$ cat config.mk
export PLATFORM = sky130hd
export DESIGN_NAME = dram_master
export DESIGN_NICKNAME = d
export VERILOG_FILES = /design/src/rtl/dram_master_pkg.sv /design/src/rtl/dram_word_buffer.sv /design/src/rtl/dram_master.sv
export SDC_FILE = /design/constraint.sdc
export NUM_CORES = 1
export LEC_CHECK = 0
export CORE_ASPECT_RATIO = 1.75
export CORE_UTILIZATION = 56
export DETAILED_ROUTE_END_ITERATION = 6
export PLACE_DENSITY = 0.85
export SYNTH_ARGS = -nofsm -noshare
export SYNTH_HDL_FRONTEND = slang
export SYNTH_SLANG_ARGS = --single-unit
$ cat constraint.sdc
create_clock -name clk -period 11.02 [get_ports clk]
set_clock_uncertainty 0.2 [all_clocks]
set_input_delay 2.755 -clock clk [delete_from_list [all_inputs] [get_ports clk]]
set_output_delay 2.755 -clock clk [all_outputs]
set_load 0.01 [all_outputs]
$ cat src/rtl/dram_master_pkg.sv
// dram_master_pkg
// Shared types, widths and helpers for the d16 SDRAM request initiator.
// Contents: FSM state enum, bus widths, timeout read-data constant,
// halfword merge/select helpers used by dram_master and dram_word_buffer.
package dram_master_pkg;

  localparam int DRAM_AW = 24;
  localparam int DRAM_DW = 32;
  localparam int CPU_AW  = 25;
  localparam int CPU_DW  = 16;

  // Read data returned with cpu_err on a timed-out access.
  localparam logic [CPU_DW-1:0] RDATA_TIMEOUT = 16'hFFFF;

  typedef enum logic [2:0] {
    ST_IDLE,
    ST_RD_REQ,
    ST_WR_FETCH,
    ST_WR_REQ,
    ST_DONE
  } state_t;

  // Replace one half of a 32-bit word; upper = 1 selects [31:16].
  function automatic logic [DRAM_DW-1:0] merge_half(
    input logic [DRAM_DW-1:0] word,
    input logic               upper,
    input logic [CPU_DW-1:0]  half
  );
    merge_half = upper ? {half, word[CPU_DW-1:0]} : {word[DRAM_DW-1:CPU_DW], half};
  endfunction

  function automatic logic [CPU_DW-1:0] select_half(
    input logic [DRAM_DW-1:0] word,
    input logic               upper
  );
    select_half = upper ? word[DRAM_DW-1:CPU_DW] : word[CPU_DW-1:0];
  endfunction

endpackage

$ cat src/rtl/dram_word_buffer.sv
// dram_word_buffer
// Single-entry word cache in front of the SDRAM controller.
// Ports:
//   clk, rst         clock, asynchronous active-high reset
//   load, load_addr, load_data   write the entry and mark it valid
//   clear            invalidate the entry (has priority over load)
//   lookup_addr      word address to compare against the entry tag
//   lookup_upper     half select for rd_half / merged
//   wdata            halfword merged into the entry copy
//   hit              entry valid and tag matches lookup_addr
//   rd_half          selected half of the stored word
//   merged           stored word with wdata merged into the selected half
module dram_word_buffer
  import dram_master_pkg::*;
(
  input  logic               clk,
  input  logic               rst,
  input  logic               load,
  input  logic [DRAM_AW-1:0] load_addr,
  input  logic [DRAM_DW-1:0] load_data,
  input  logic               clear,
  input  logic [DRAM_AW-1:0] lookup_addr,
  input  logic               lookup_upper,
  input  logic [CPU_DW-1:0]  wdata,
  output logic               hit,
  output logic [CPU_DW-1:0]  rd_half,
  output logic [DRAM_DW-1:0] merged
);

  logic               buf_valid;
  logic [DRAM_AW-1:0] buf_addr;
  logic [DRAM_DW-1:0] buf_data;

  always_ff @(posedge clk or posedge rst) begin
    if (rst)        buf_valid <= 1'b0;
    else if (clear) buf_valid <= 1'b0;
    else if (load)  buf_valid <= 1'b1;
  end

  // NOTE: tag and data carry no reset; buf_valid alone decides whether they mean anything.
  always_ff @(posedge clk) begin
    if (load) begin
      buf_addr <= load_addr;
      buf_data <= load_data;
    end
  end

  assign hit     = buf_valid && (buf_addr == lookup_addr);
  assign rd_half = select_half(buf_data, lookup_upper);
  assign merged  = merge_half(buf_data, lookup_upper, wdata);

endmodule

$ cat src/rtl/dram_master.sv
// dram_master
// Converts d16 halfword read/write strobes into 32-bit SDRAM controller
// requests, with a one-word buffer and read-modify-write for halfword stores.
// Ports:
//   clk, rst                         clock, asynchronous active-high reset
//   cpu_addr/cpu_rd/cpu_wr/cpu_wdata  core strobe side (sampled when not busy)
//   cpu_rdata/cpu_ack/cpu_err/cpu_busy  core response side (all registered)
//   dram_addr/dram_req_read/dram_req_write/dram_data_in  controller requests
//   dram_data_out/dram_data_valid    controller read return
module dram_master
  import dram_master_pkg::*;
#(
  parameter int WRITE_HOLD = 8,
  parameter int TIMEOUT    = 1024
) (
  input  logic               clk,
  input  logic               rst,
  input  logic [CPU_AW-1:0]  cpu_addr,
  input  logic               cpu_rd,
  input  logic               cpu_wr,
  input  logic [CPU_DW-1:0]  cpu_wdata,
  output logic [CPU_DW-1:0]  cpu_rdata,
  output logic               cpu_ack,
  output logic               cpu_err,
  output logic               cpu_busy,
  output logic [DRAM_AW-1:0] dram_addr,
  output logic               dram_req_read,
  output logic               dram_req_write,
  output logic [DRAM_DW-1:0] dram_data_in,
  input  logic [DRAM_DW-1:0] dram_data_out,
  input  logic               dram_data_valid
);

  localparam int CNT_MAX = (TIMEOUT > WRITE_HOLD) ? TIMEOUT : WRITE_HOLD;
  localparam int CNT_W   = $clog2(CNT_MAX + 1);

  state_t              state, next_state;
  logic [CNT_W-1:0]    wait_cnt;
  logic                half_q;
  logic [CPU_DW-1:0]   wdata_q;

  logic                accept_rd, accept_wr, fetch_done, timed_out, hold_done;
  logic                hit;
  logic [CPU_DW-1:0]   hit_half;
  logic [DRAM_DW-1:0]  hit_merged;

  dram_word_buffer u_buf (
    .clk          (clk),
    .rst          (rst),
    .load         (fetch_done || hold_done),
    .load_addr    (dram_addr),
    .load_data    (hold_done ? dram_data_in : dram_data_out),
    .clear        (timed_out),
    .lookup_addr  (cpu_addr[CPU_AW-1:1]),
    .lookup_upper (cpu_addr[0]),
    .wdata        (cpu_wdata),
    .hit          (hit),
    .rd_half      (hit_half),
    .merged       (hit_merged)
  );

  always_ff @(posedge clk or posedge rst) begin
    if (rst) state <= ST_IDLE;
    else     state <= next_state;
  end

  // NOTE: every signal gets a default before the case so no latch is inferred.
  always_comb begin
    next_state = state;
    accept_rd  = 1'b0;
    accept_wr  = 1'b0;
    fetch_done = 1'b0;
    timed_out  = 1'b0;
    hold_done  = 1'b0;
    case (state)
      ST_IDLE: begin
        // A write strobe wins over a simultaneous read, which is dropped.
        if (cpu_wr) begin
          accept_wr  = 1'b1;
          next_state = hit ? ST_WR_REQ : ST_WR_FETCH;
        end else if (cpu_rd) begin
          accept_rd  = 1'b1;
          next_state = hit ? ST_DONE : ST_RD_REQ;
        end
      end
      ST_RD_REQ, ST_WR_FETCH: begin
        if (dram_data_valid) begin
          fetch_done = 1'b1;
          next_state = (state == ST_RD_REQ) ? ST_DONE : ST_WR_REQ;
        end else if (wait_cnt == CNT_W'(TIMEOUT - 1)) begin
          timed_out  = 1'b1;
          next_state = ST_DONE;
        end
      end
      ST_WR_REQ: begin
        if (wait_cnt == CNT_W'(WRITE_HOLD - 1)) begin
          hold_done  = 1'b1;
          next_state = ST_DONE;
        end
      end
      ST_DONE:  next_state = ST_IDLE;
      default:  next_state = ST_IDLE;
    endcase
  end

  // Outputs are registered from next_state so each appears in the cycle the
  // FSM enters the corresponding state.
  // NOTE: sequential state uses non-blocking assignments only.
  always_ff @(posedge clk or posedge rst) begin
    if (rst) begin
      wait_cnt       <= '0;
      half_q         <= 1'b0;
      wdata_q        <= '0;
      cpu_rdata      <= '0;
      cpu_ack        <= 1'b0;
      cpu_err        <= 1'b0;
      cpu_busy       <= 1'b0;
      dram_addr      <= '0;
      dram_req_read  <= 1'b0;
      dram_req_write <= 1'b0;
      dram_data_in   <= '0;
    end else begin
      cpu_ack        <= (next_state == ST_DONE);
      cpu_err        <= timed_out;
      cpu_busy       <= (next_state != ST_IDLE);
      dram_req_read  <= (next_state == ST_RD_REQ) || (next_state == ST_WR_FETCH);
      dram_req_write <= (next_state == ST_WR_REQ);

      // One counter serves both the fetch timeout and the write hold time.
      if (next_state == state && state != ST_IDLE && state != ST_DONE)
        wait_cnt <= wait_cnt + 1'b1;
      else
        wait_cnt <= '0;

      if (accept_rd || accept_wr) begin
        dram_addr <= cpu_addr[CPU_AW-1:1];
        half_q    <= cpu_addr[0];
      end
      if (accept_wr) wdata_q <= cpu_wdata;

      if (accept_wr && hit)
        dram_data_in <= hit_merged;
      else if (fetch_done && state == ST_WR_FETCH)
        dram_data_in <= merge_half(dram_data_out, half_q, wdata_q);

      if (accept_rd && hit)
        cpu_rdata <= hit_half;
      else if (fetch_done && state == ST_RD_REQ)
        cpu_rdata <= select_half(dram_data_out, half_q);
      else if (timed_out)
        cpu_rdata <= RDATA_TIMEOUT;
    end
  end

endmodule

Word-level counts from Yosys, hierarchy flattened --
Cells that the tools add are included. W data, S select, Z words.
Word-level totals: bits in registers 165
Operators by class: $add $sub $neg 1, equal/unequal tests 12, muxes and demuxes 34, reductions and logical operators 17
Operators with widths (number):
- $mux W32 | 5
- $mux W16 | 5
- $eq A24 B24 Y1 | 1
- $mux W3 | 7
- $mux W1 | 15
- $eq A3 B2 Y1 const B | 4
- $add A11 B1 Y11 const B | 1
- $eq A11 B10 Y1 const B | 1
- $eq A11 B3 Y1 const B | 1
- $mux W11 | 1
- $pmux W3 S3 | 1
- $reduce_bool A3 Y1 | 3
- $logic_and A1 B1 Y1 | 7
- $eq A3 B1 Y1 const B | 2
- $reduce_bool A2 Y1 | 2
- $eq A3 B3 Y1 | 1
- $eq A3 B3 Y1 const B | 1
- $logic_not A3 Y1 | 1
- $logic_or A1 B1 Y1 | 3
- $ne A3 B3 Y1 const B | 1
- $reduce_or A2 Y1 | 1

Longest topological paths before layout --
Gate-level depths: netlist of run 1.
depth in word-level cells 10, gate-level depth with buffers 10, depth with buffers taken out 8

Modules after synthesis --
Synthesis of run 1 repeated with hierarchy kept, for this count alone.
Unflattened totals: cells, all modules 606, area total of the unflattened synthesis 7977.7 µm²
By module, submodules not included:
- dram_master | instances 1, cells an instance 460, area an instance 5420.2 µm², sequential area each 2702.6 µm²
- dram_word_buffer | instances 1, cells an instance 146, area an instance 2557.5 µm², sequential area each 1706.6 µm²

Least setup slack after synthesis of run 1 --
OpenSTA, ideal clock, no wires.
kind input port to flip-flop, start input port dram_data_valid, end register u_buf.buf_addr[0] (enable), library setup time 0.550 ns, arrival time 6.820 ns, path slack 3.450 ns, stages 2, buffers on the path 0, cell sequence inv_1 > o21ai_0
Between the ends: longest elaborated chain between the ends 3
Ends and longest elaborated chain:
- start, declared | RTL line dram_master.sv:31 | input logic dram_data_valid
- $mux W1 | RTL line dram_master.sv:87 | if (dram_data_valid) begin
- $mux W1 | RTL line dram_master.sv:75 | case (state)
- $logic_or A1 B1 Y1 | RTL line dram_master.sv:50 | .load (fetch_done || hold_done),
- net u_buf.load | RTL line dram_word_buffer.sv:18 | input logic load,
- end signal, assigned | RTL line dram_word_buffer.sv:43 | buf_addr <= load_addr;
- end, declared | RTL line dram_word_buffer.sv:31 | logic [DRAM_AW-1:0] buf_addr;
The timed path passes the listed nets, and every way through them passes these cells. A chain may end at the register's enable or synchronous reset.

Worst setup path after layout of run 1 --
start input port cpu_wr, end register dram_req_read
Between the ends: longest elaborated chain between the ends 4, elaborated cells between the ends (all ways) 5
Ends and longest elaborated chain:
- start, declared | RTL line dram_master.sv:20 | input logic cpu_wr,
- $mux W3 * | RTL line dram_master.sv:78 | if (cpu_wr) begin
- $pmux W3 S3 * | RTL line dram_master.sv:75
- $eq A3 B1 Y1 or $eq A3 B2 Y1 (tied branches) | RTL line dram_master.sv:126 | dram_req_read <= (next_state == ST_RD_REQ) || (next_state == ST_WR_FETCH);
- $logic_or A1 B1 Y1 * | RTL line dram_master.sv:126
- end signal, assigned | RTL line dram_master.sv:126
- end, declared | RTL line dram_master.sv:27 | output logic dram_req_read,
Mark *: on every way between the ends. The rest lies on a longest branch, timed or not.

==> results of run 1 <==
==> worst max-delay path, stage by stage <==
cell,delay (ps)
clkdlybuf4s50_1,500
and2_1,800
nor4b_2,370
nand2_2,690
and3_1,480
xnor2_1,150
==> per-layer routing <==
| layer | track usage [%] | share of wire, % | wire (µm) |
|---|---|---|---|
| met1 | 32.01 | 38 | 7498 |
| met2 | 51.15 | 55 | 10890 |
| met3 | 5.524 | 5.0 | 1003 |
| met4 | 11.72 | 2.5 | 498 |
| met5 | 0 | 0 | 0 |
==> per-stage QoR <==
stage / setup WS (ps) / cells / instance area (µm²) / hold slack, ps / util (%)
global route: 5157 / 965 / 10200 / 286.7 / 73.38
detailed placement: 4912 / 933 / 9635 / 254.7 / 69.28
global placement: 5008 / 933 / 9635 / 244.6 / 69.28
finish: 5350 / 965 / 10200 / 265.1 / 73.38
CTS: 5357 / 965 / 10200 / 266.1 / 73.38
floorplan: 3450 / 634 / 7983 / 231.1 / -
==> cell families after synthesis <==
family          Yosys count  synth area share [%]
simple gates            115                 7.006
fa+ha+maj                 1                0.1567
mux                     175                 23.09
buf+inv                  45                 2.712
compound gates           98                 7.962
xor+xnor                 35                 3.840
flops                   165                 55.24
==> power by group through the flow <==
stage	Combinational (mW)	Sequential, mW	Clock [mW]
after floorplan	0.565	1.15	0
after global placement	1.01	1.13	0
after detailed placement	1.05	1.15	0
after CTS	1.06	1.14	0.579
after global routing	1.13	1.17	0.607
final	1.05	1.14	0.574
==> flip-flops by register name, indices dropped and copies added (netlist names) <==
register / cells
cpu_ack: 1
cpu_busy: 1
cpu_err: 1
cpu_rdata: 16
dram_addr: 24
dram_data_in: 32
dram_req_read: 1
dram_req_write: 1
half_q: 1
state: 3
u_buf.buf_addr: 24
u_buf.buf_data: 32
u_buf.buf_valid: 1
wait_cnt: 11
wdata_q: 16
==> Yosys cell counts, types with 4 or more instances <==
cell / number / area [µm²]
dfrtp_1: 109 / 2728
mux2i_1: 102 / 1021
mux2_2: 73 / 822.0
edfxtp_1: 56 / 1682
nand2_1: 50 / 187.7
o211ai_1: 43 / 322.8
o21ai_0: 32 / 160.2
nor2_1: 30 / 112.6
xnor2_1: 30 / 262.8
clkbuf_1: 23 / 86.33
o21ai_1: 12 / 60.06
buf_2: 8 / 40.04
nand3_1: 8 / 40.04
a21boi_1: 6 / 45.04
buf_4: 6 / 45.04
nand4_1: 6 / 37.54
inv_1: 5 / 18.77
xor2_1: 5 / 43.79
nor3_1: 4 / 20.02
==> worst max path at each step <==
| stage | from | endpoint | slack, ps | depth (start not counted) |
|---|---|---|---|---|
| 2_1_floorplan | dram_data_valid | u_buf.buf_addr[0] | 3450 | 2 |
| 3_3_place_gp | cpu_wr | dram_req_read | 5010 | 6 |
| 3_5_place_dp | cpu_wr | dram_req_read | 4910 | 6 |
| 4_1_cts | cpu_wr | dram_req_read | 5360 | 6 |
| 5_1_grt | cpu_wr | dram_req_read | 5160 | 6 |
| 6_report | cpu_wr | dram_req_read | 5350 | 6 |
==> cell type report <==
| cell class | count | area [µm²] | share of cell area [%] |
|---|---|---|---|
| Sequential cell | 165 | 4410 | 43.22 |
| Multi-Input combinational cell | 424 | 3386 | 33.18 |
| Timing Repair Buffer | 162 | 1597 | 15.64 |
| Clock buffer | 17 | 425.4 | 4.169 |
| Tap cell | 177 | 221.5 | 2.170 |
| Clock inverter | 15 | 143.9 | 1.410 |
| Inverter | 5 | 21.27 | 0.2084 |
==> summary.md, run 1 <==
| Metric | Value |
|---|---|
| Synth Warn # | 0 |
| Initial DRC count | 386 |
| Max_cap viols | 0 |
| Ports | 155 |
| Asr flop ratio synth | 66.06% |
| Root buffer cell | clkbuf_16 |
| Post-synth cell types | 41 |
| RR Startpoint | state[0] |
| Seq/Total Area, Yosys | 55.24% |
| Vias in the first global route | 6355 |
| Net Count, Synth | 713 |
| Portion of total power attributed to sequential cells | 41.3% |
| CORE AREA | 0.01391 mm² |
| Congestion Overflow GR | 0 |
| Combinational power share | 38.0% |
| Starting density of the core | 57.40% |
| Lkg Pwr | 4.095 nW |
| Design internal power | 1.821 mW |
| Post-Route WL | 19890 µm |
| Most common flop cell mapped by yosys | dfrtp_1 |
| R2R depth | 6 |
| Layout area overhead | 27.84% |
| Mean post-synth cell area | 12.59 µm² |
| Synth Register Bits | 165 |
| Startpoint types | input pin |
| TritonCTS clock tree | built |
| Final Wtd Congestion | 0.8599 |
| CTS Sinks | 165 |
| Post-route ant nets | 0 |
| Min-Delay Endpoint | wait_cnt[0] |
| H-tree levels | 4 |
| Die area | 0.01475 mm² |
| Final Hold Viols | 0 |
| DR pass1 iterations | 5 |
| Period utilisation layout | 51.45% |
| RSZ-0062 raised after global routing | false |
| Clock Latency Late Sink | 440 ps |
| Antenna diodes | 0 |
| Commonest cells after routing, fill and taps aside | 153 x clkdlybuf4s50_1, 108 x dfrtp_1, 102 x mux2i_1, 73 x mux2_2, 56 x edfxtp_1 |
| Worst-margin pin slew | 1161 ps |
| Hold_buf cts | 0 |
| EDFF count, synth | 56 |
| Min cycle time layout | 5670 ps |
| Crit path kind | in2reg |
| Critical Path Fanout Max | 59 |
| CTS buffer count | 17 |
| Worst R2R Setup Slack | 7380 ps |
| Vias per cell | 6.005 |
| NetSw | 0.9501 mW |
| Crit path DAT | 5780 ps |
| Fillers | 952 |
| Slew HR | 22.32% |
| Clock share of power | 20.7% |
| Worst path required time | 11130 ps |
| # nets final | 854 |
| Die H | 159.9 µm |
| Final Slew Violations | 0 |
| Max IR drop VDD | 192.3 µV |
| Post-Syn Area | 0.007983 mm² |
| Final Power | 2.771 mW |
| Fmax | 176.4 MHz |
| Die W | 92.25 µm |
| Most common cell after layout, fill and taps aside | clkdlybuf4s50_1 |
| Layout cells sized above 1 | 16.50% |
| Total Routing Usage GR | 28.25% |
| Final TNS setup | 0 ps |
| Sw Share | 34.29% |
| Crit Reg-Reg Endpoint | dram_req_read |
| Vias | 5795 |
| Final Setup Violations | 0 |
| Post_cts resized | 0 |
| Port Buf Inserts | 154 |
| Setup Fix Bufs, Post-CTS | 0 |
| Hold path depth | 1 |
| First-pass GRT wire length | 32140 µm |
| DP HPWL | 13050 µm |
| Initial antenna violation count | 0 |
| DRC Markers | 0 |
| Cell count after synthesis | 634 |
| CP endpoint kind | flip-flop |
| PD cells | 271.5 mW/mm² |
| Hold Crit Start | wait_cnt[0] |
| Largest net degree at the start of global routing | 68 |
| Status | finished, final reports clean |
| Wire per inst | 20.61 µm |
| Hold Path Class | reg2reg |
| Rows | 57 |
| CTS max path bufs | 2 |
| Clk pin slew, worst setup/hold paths | 60 ps |
Power figures use the tool's default switching activity.
==> run 2, diff against run 1 <==
--- a/config.mk
+++ b/config.mk
@@ -6,9 +6,9 @@
 export NUM_CORES = 1
 export LEC_CHECK = 0
 export CORE_ASPECT_RATIO = 1.75
-export CORE_UTILIZATION = 56
+export CORE_UTILIZATION = 47
 export DETAILED_ROUTE_END_ITERATION = 6
-export PLACE_DENSITY = 0.85
+export PLACE_DENSITY = 0.76
 export SYNTH_ARGS = -nofsm -noshare
 export SYNTH_HDL_FRONTEND = slang
 export SYNTH_SLANG_ARGS = --single-unit
==> constraint.sdc (replaced) <==
create_clock -name clk -period 4.89 [get_ports clk]
set_clock_uncertainty 0.2 [all_clocks]
set_input_delay 1.2225 -clock clk [delete_from_list [all_inputs] [get_ports clk]]
set_output_delay 1.2225 -clock clk [all_outputs]
set_load 0.01 [all_outputs]
==> summary.md, run 2 (same netlist as run 1, synthesis figures left out) <==
| Metric | Value |
|---|---|
| Setup WS pre-CTS | 678.5 ps |
| Post-Route WL | 19710 µm |
| Post-route ant nets | 0 |
| Max_cap viols | 0 |
| Total Routing Usage GR | 23.39% |
| Critical path cell sequence | clkdlybuf4s50_1 > xnor2_1 > nand4_1 > nor4_2 > nand3b_1 > buf_4 > o211ai_1 > o21ai_0 |
| Hold Path Class | reg2reg |
| Min-Delay Endpoint | wait_cnt[0] |
| Worst path bufs/invs | 2 |
| Final Cell Area | 0.01027 mm² |
| Final Power | 6.167 mW |
| Fillers | 1296 |
| Layout area overhead | 28.72% |
| CORE AREA | 0.01652 mm² |
| Final Wtd Congestion | 0.8256 |
| Root buffer cell | clkbuf_16 |
| Post_cts resized | 0 |
| Layout cells sized above 1 | 16.69% |
| Die W | 100.5 µm |
| Vias per cell | 5.555 |
| Starting density of the core | 48.31% |
| CP endpoint kind | flip-flop |
| Post-route non-filler standard cell count | 1015 |
| Min cycle time layout | 3771 ps |
| Max IR drop VDD | 367.9 µV |
| RR Startpoint | wait_cnt[7] |
| Setup ws final | 1119 ps |
| CTS buffer count | 17 |
| Hold Crit Start | wait_cnt[0] |
| Startpoint types | input pin |
| Clk pin slew, worst setup/hold paths | 70 ps |
| Antenna diodes | 0 |
| Worst-margin pin slew | 1093 ps |
| Slew HR | 27.16% |
| Vias | 5638 |
| H-tree levels | 4 |
| Initial DRC count | 278 |
| Placed Area | 0.009742 mm² |
| PD cells | 600.2 mW/mm² |
| Vias in the first global route | 6163 |
| Rows | 62 |
| CTS max path bufs | 2 |
| Fmax | 265.2 MHz |
| Critical Path Fanout Max | 20 |
| Initial antenna violation count | 0 |
| DP HPWL | 13240 µm |
| TritonCTS clock tree | built |
| Setup Fix Bufs, Post-CTS | 0 |
| First-pass GRT wire length | 31490 µm |
| Hold path depth | 1 |
| R2R depth | 5 |
| CTS Sinks | 165 |
| Crit Reg-Reg Endpoint | u_buf.buf_data[7] |
| Congestion Overflow GR | 0 |
| RSZ-0062 raised after global routing | false |
| Crit-path slowest cell | nand3b_1 |
| Lkg Pwr | 4.097 nW |
| Slowest stage delay, CP | 710 ps |
| Placed Instances | 983 |
| Final TNS setup | 0 ps |
| Final Setup Violations | 0 |
| Commonest cells after routing, fill and taps aside | 153 x clkdlybuf4s50_1, 108 x dfrtp_1, 102 x mux2i_1, 73 x mux2_2, 56 x edfxtp_1 |
| Crit path kind | in2reg |
| Ports | 155 |
| Layout Utilization | 62.18% |
| Biggest regs | dram_data_in (32), u_buf.buf_data (32) |
| Die area | 0.01753 mm² |
| Hold_buf cts | 0 |
| DR pass1 iterations | 4 |
| DRC Markers | 0 |
| # nets final | 857 |
| Crit path DAT | 3860 ps |
| Top Family by Delay on Critical Path | simple AND/OR/NAND/NOR gates |
| Most common cell after layout, fill and taps aside | clkdlybuf4s50_1 |
| Die H | 174.4 µm |
| Worst path required time | 4980 ps |
| Final Slew Violations | 0 |
| Status | finished, final reports clean |
| Largest net degree at the start of global routing | 59 |
| Worst R2R Setup Slack | 1940 ps |
| Final Hold Viols | 0 |
| Wire per inst | 19.42 µm |
| Clock Latency Late Sink | 420 ps |
| Period utilisation layout | 77.11% |
| Worst hold slack | 260.7 ps |
| Port Buf Inserts | 154 |
-- run 2: worst max path at each step --
| stage | start | to | slack, ps | cells after the start |
|---|---|---|---|---|
| final | cpu_addr[4] | cpu_rdata[2] | 1120 | 8 |
| after global routing | cpu_addr[4] | cpu_rdata[0] | 890 | 8 |
| after CTS | cpu_addr[4] | cpu_rdata[2] | 1080 | 8 |
| after detailed placement | cpu_addr[4] | cpu_rdata[9] | 680 | 8 |
| after global placement | cpu_addr[4] | cpu_rdata[0] | 770 | 8 |
| after floorplan | dram_data_valid | u_buf.buf_addr[0] | 390 | 2 |
-- run 2: final cells by class --
type / instances / area [µm²] / share of cell area, %
Sequential cell: 165 / 4410 / 42.92
Clock buffer: 19 / 432.9 / 4.213
Multi-Input combinational cell: 424 / 3386 / 32.95
Inverter: 5 / 21.27 / 0.2070
Tap cell: 224 / 280.3 / 2.728
Timing Repair Buffer: 165 / 1644 / 16.00
Clock inverter: 13 / 100.1 / 0.9742
-- run 2: power breakdown --
group / switching [mW] / internal, mW
registers: 0.481 / 2.11
logic: 1.06 / 1.30
clock network: 0.563 / 0.656
-- run 2: routing by layer --
layer	GRT usage, %	wire (µm)	vias to the layer above
li1	-	-	2606
met5	0	0	-
met4	10.27	554	0
met2	42.64	10760	175
met1	25.73	7367	2818
met3	4.664	1029	39
==> variant 1: new RTL, settings of run 2 <==
Set the parameter `WRITE_HOLD` to 32 (it was 8).
--- a/src/rtl/dram_master.sv
+++ b/src/rtl/dram_master.sv
@@ -10,7 +10,7 @@
 module dram_master
   import dram_master_pkg::*;
 #(
-  parameter int WRITE_HOLD = 8,
+  parameter int WRITE_HOLD = 32,
   parameter int TIMEOUT    = 1024
 ) (
   input  logic               clk,
Function: same outputs for any inputs over 4 cycles, from zero or initial values and one cycle with rst high; that may be too few to reach the edited logic, so the function may still have changed.
==> variant 1 against run 2 <==
Cell area up 0.36%. Sequential cell count unchanged. Total power is 0.31% higher. Via count is 3.2% higher. Die area barely moved. Worst setup slack better by 0.21 ns. Maximum frequency increased by 6.0%. Count of clock-buffer cells in the layout increased by 1. Non-clock buffer count is 1 higher. Synthesized area hardly changed. Routed wire length rose by 1.5%.
==> variant 1: results (changes against run 2) <==
The mean instance size in the synthesized netlist is 12.51 um2 (-0.67%). The worst hold path begins at dram_addr[16]. In the synthesized netlist, the cells that appear most often are dfrtp_1, mux2i_1, mux2_2, edfxtp_1, nand2_1. The fraction of the yosys area taken by sequential cells is 55.26% (about the same).

The critical path's largest stage delay came out at 0.58 ns (-0.13 ns). The headroom to the max-slew limit is 44.85% (+18 points). In this run the critical register-to-register path is captured at u_buf.buf_data[13]. The startpoint identified for the worst register-to-register timing path is wait_cnt[0].

The total routing usage reported by global routing came out at 23.99% (+0.60 points). The via count of the first global-routing pass is 6112 (-0.83%). The detailed-routed wire length on met3 came out at 1249 um (+21%). The depth of the worst register-to-register path was 6 (+1). The first-pass GRT wire length came to 32180 um (+2.2%). On the critical path, the stage with the largest delay is an instance of nand4_1. The leakage power was 4.027 nW (-1.7%).

Ranked by total cell area, the synthesized netlist is headed by dfrtp_1, edfxtp_1, mux2i_1. The worst ir drop on vdd came to 0.3276 mV (-11%). The met2 global-route usage is 41.58% (-1.1 points). The fraction of final layout cells sized beyond drive strength 1 came out at 15.93% (-0.75 points). The routability congestion estimate came out at 0.8650 (+4.8%). The total placed instance area is 9744 um2 (about the same). The number of nets produced by synthesis is 717 (+0.56%). The initial DRC count was 350 (+26%). The number of cells upsized or downsized after cts came out at 0 (unchanged). The final worst hold slack is 0.2814 ns (+0.02074 ns). The worst hold path terminates at u_buf.buf_addr[16]. The placed wire-length estimate is 13690 um (+3.4%). The flow ran to the end, and the final reports show no timing, DRC or antenna violations. The final routed wire length divided by cell count is 19.58 um (+0.83%).

The initial antenna violation count came out at 2 (+2). The startpoint of the most critical setup path is cpu_addr[6]. The routing usage on met1 came out at 28.06% (+2.3 points). The maximum fanout encountered on the critical timing path came out at 19 (-5.0%). The fraction of met3 tracks used by global routing came out at 6.192% (+1.5 points). The met2 wire length is 10630 um (-1.2%).

The detailed-route via count came out at 5816 (+3.2%). The switching part of the total came out at 33.40% (-0.73 points). The met1 routed wirelength after detailed routing came out at 7729 um (+4.9%). The minimum setup slack among reg-to-reg paths came to 2.06 ns (+0.12 ns). The number of cells in the design after placement is 989 (+0.61%).
## variant 1: final cells by class
| cell class | count | area [um2] |
|---|---|---|
| fill | 1320 | 6211 |
| antenna | 1 | 2.502 |
| inverter | 6 | 25.02 |
| clock inverter | 12 | 128.9 |
| sequential | 165 | 4410 |
| multi-input combinational | 428 | 3377 |
| clock buffer | 20 | 436.7 |
| tap | 224 | 280.3 |
| timing repair buffer | 166 | 1652 |
## variant 1: worst reg2reg max path, stage by stage (launching register included)
cell,delay [ns]
dfrtp_1,0.40
ha_1,0.26
and4_1,0.31
nand4_1,0.19
nor3_4,0.17
a31o_2,0.67
buf_12,0.32
## variant 1: power by group through the flow
stage | registers [W] | clock network, W | logic [W]
2_1_floorplan | 0.00256 | 0 | 0.00122
3_3_place_gp | 0.00254 | 0 | 0.00230
3_5_place_dp | 0.00257 | 0 | 0.00236
4_1_cts | 0.00256 | 0.00131 | 0.00237
5_1_grt | 0.00262 | 0.00137 | 0.00254
6_report | 0.00256 | 0.00129 | 0.00234
## variant 1: cell families after synthesis
logic type	count (synthesis)	share of synthesized area [%]
compound gates	104	8.468
xor+xnor	34	3.732
fa+ha+maj	1	0.1568
buf+inv	45	2.587
flops	165	55.26
mux	164	21.72
simple gates	125	8.076
## variant 1: worst max path at each step
stage                    end  slack (ns)  depth (start not counted)
6_report         wait_cnt[2]        1.33                          7
5_1_grt          wait_cnt[9]        1.16                          7
4_1_cts          wait_cnt[2]        1.31                          7
3_5_place_dp     wait_cnt[0]        0.89                          7
3_3_place_gp   dram_req_read         1.0                          7
2_1_floorplan        cpu_ack        0.59                          1
==> variant 2: new RTL, config.mk and constraints of run 2 <==
Without the edit above. Reset style: synchronous (`rst`), changed in 3 clocked blocks. Comments in the files are not updated.
--- a/src/rtl/dram_word_buffer.sv
+++ b/src/rtl/dram_word_buffer.sv
@@ -31,7 +31,7 @@
   logic [DRAM_AW-1:0] buf_addr;
   logic [DRAM_DW-1:0] buf_data;
 
-  always_ff @(posedge clk or posedge rst) begin
+  always_ff @(posedge clk) begin
     if (rst)        buf_valid <= 1'b0;
     else if (clear) buf_valid <= 1'b0;
     else if (load)  buf_valid <= 1'b1;
--- a/src/rtl/dram_master.sv
+++ b/src/rtl/dram_master.sv
@@ -59,7 +59,7 @@
     .merged       (hit_merged)
   );
 
-  always_ff @(posedge clk or posedge rst) begin
+  always_ff @(posedge clk) begin
     if (rst) state <= ST_IDLE;
     else     state <= next_state;
   end
@@ -106,7 +106,7 @@
   // Outputs are registered from next_state so each appears in the cycle the
   // FSM enters the corresponding state.
   // NOTE: sequential state uses non-blocking assignments only.
-  always_ff @(posedge clk or posedge rst) begin
+  always_ff @(posedge clk) begin
     if (rst) begin
       wait_cnt       <= '0;
       half_q         <= 1'b0;
Function: differs if rst is asserted again (counterexample within 4 cycles, from zero or initial values and one cycle with rst high); with rst held inactive, the same outputs for 4 cycles.
==> variant 2 against run 2 <==
Die area is 0.77% higher. Routed wire length rose by 3.0%. Sequential cell count unchanged. Global-route usage is 0.46 points higher. Non-clock buffer count up 1. Critical path depth stayed put. Core utilization down 0.64 points. Synthesized area up 0.78%. Worst setup slack improved by 0.098 ns. Cell area down 0.56%. Largest cell class unchanged.
Power is not compared: it rests on default switching activity, and its combinational part moved more than twofold at a synthesized area within 25%.
==> variant 2: results (changes against run 2) <==
The run finished with clean final reports. The leakage power came out at 3.635 nW. The number of cells upsized or downsized after cts came to 0 (unchanged).

The first-pass GRT wire length is 32640 um (+3.6%). The tightest min-delay check is of the register to register type. The clock slew seen by the registers of the worst setup and hold paths is 0.07 ns (about the same).

The headroom to the max-slew limit came out at 26.95% (-0.21 points). The largest registers in the layout are dram_data_in (32), u_buf.buf_data (32). The number of optimization iterations in the first detailed-route pass came to 4 (unchanged). The fraction of final layout cells sized beyond drive strength 1 is 14.78% (-1.9 points). The commonest register cell after synthesis is dfxtp_1. The initial antenna violation count came out at 0 (unchanged).

The number of nets produced by synthesis is 831 (+17%). The total routing usage reported by global routing came out at 23.84% (+0.46 points). The maximum fanout encountered on the critical timing path came out at 20 (unchanged). The number of port buffers came out at 154 (unchanged). The distinct cell type count after synthesis came out at 54 (+32%).

The endpoint arrival time on the critical path is 3.77 ns (-0.09 ns). The routability congestion estimate is 0.8115 (-1.7%). The filler cell count in the final layout is 1415 (+9.2%). The share of async-settable or async-resettable flops after synthesis is 0% (-66 points).

The detailed-route via count came out at 6132 (+8.8%). The root buffer cell chosen for the clock tree is clkbuf_16. The placed wire-length estimate came out at 13850 um (+4.6%). The total CTS buffers is 17 (unchanged). The met2 global-route usage came out at 43.29% (+0.66 points). The fraction of met3 tracks used by global routing came out at 5.160% (+0.50 points). The net total in the final layout is 959 (+12%).

The yosys synthesis warning count is 0 (unchanged). The fraction of the yosys area taken by sequential cells was 48.02% (-7.2 points). The maximum level of the CTS H-tree came out at 4 (unchanged).

The final worst hold slack is 0.2630 ns (+0.002375 ns). The via count of the first global-routing pass came to 6256 (+1.5%). The clock latency at the later pin of the worst-skew pair came out at 0.42 ns (about the same).

The initial DRC count is 264 (-5.0%). The final routed wire length divided by cell count is 18.18 um (-6.4%). The number of setup buffers added after CTS is 0 (unchanged). The antenna diode instance count came to 0 (unchanged). The internal power is 0.002619 W. The pin count of the biggest net entering global routing was 65 (+10%). The worst ir drop on vdd came out at 0.2258 mV. The minimum setup slack among reg-to-reg paths is 2.04 ns (+0.10 ns). In the post-synthesis netlist, the biggest area contributors are dfxtp_1, edfxtp_1, mux2i_1.

By count the netlist is led by dfxtp_1, mux2i_1, nor2_1, edfxtp_1, a21oi_1. The routing usage on met1 was 26.71% (+0.98 points).
-- variant 2: cell types whose count changed after synthesis, sizes merged, moves of 43 or more --
cell,delta
dfrtp,-109
o211ai,-43
dfxtp,+109
a21oi,+59
nor2,+75
o21ai,-43
-- variant 2: metal layers --
| layer | part of all wire (%) | vias up |
|---|---|---|
| met4 | 2.1 | 0 |
| met5 | 0 | - |
| met2 | 54 | 167 |
| met1 | 38 | 2951 |
| li1 | - | 2983 |
| met3 | 5.4 | 31 |
-- variant 2: worst paths after layout --
path	from	endpoint	cells past startpoint
worst max-delay path	cpu_addr[14]	wait_cnt[9]	8
worst min-delay path	dram_addr[5]	u_buf.buf_addr[5]	0
worst max register to register	state[2]	wait_cnt[9]	7
worst min register to register	dram_addr[5]	u_buf.buf_addr[5]	0
-- variant 2: cell type report --
| class | count | area, um2 | share of cell area (%) |
|---|---|---|---|
| Clock buffer | 17 | 425.4 | 4.164 |
| Clock inverter | 15 | 146.4 | 1.433 |
| Inverter | 5 | 18.77 | 0.1837 |
| Multi-Input combinational cell | 525 | 3832 | 37.51 |
| Sequential cell | 165 | 3865 | 37.83 |
| Tap cell | 224 | 280.3 | 2.743 |
| Timing Repair Buffer | 166 | 1649 | 16.14 |
-- variant 2: cell families after synthesis --
logic type	synth area share [%]
compound gates	11.45
buf+inv	4.556
flops	48.02
xor+xnor	3.266
simple gates	12.64
mux	19.91
fa+ha+maj	0.1555
-- variant 2: stage by stage --
stage / setup WS [ns] / area [um2] / util [%] / std cells
finish: 1.217 / 10220 / 61.55 / 1117
global route: 1.088 / 10220 / 61.55 / 1117
CTS: 1.221 / 10220 / 61.55 / 1117
detailed placement: 0.7687 / 9646 / 58.10 / 1085
global placement: 0.8560 / 9646 / 58.10 / 1085
floorplan: 1.766 / 8045 / - / 752
-- variant 2: power by group through the flow --
stage,Clock [W],Sequential [W],Combinational [W]
after CTS,0.00132,0.00165,0.000691
after detailed placement,0,0.00168,0.000687
after global placement,0,0.00168,0.000679
final,0.00130,0.00165,0.000687
after global routing,0.00137,0.00167,0.000748
after floorplan,0,0.00167,0.000402
-- variant 2: worst max-delay path, stage by stage --
cell and delay [ns]:
clkdlybuf4s50_1 0.46, nor2b_1 0.16, a2111o_1 0.44, nor4_2 0.25, nand3_2 0.37, buf_4 0.36, nand3_1 0.38, nor2_1 0.10
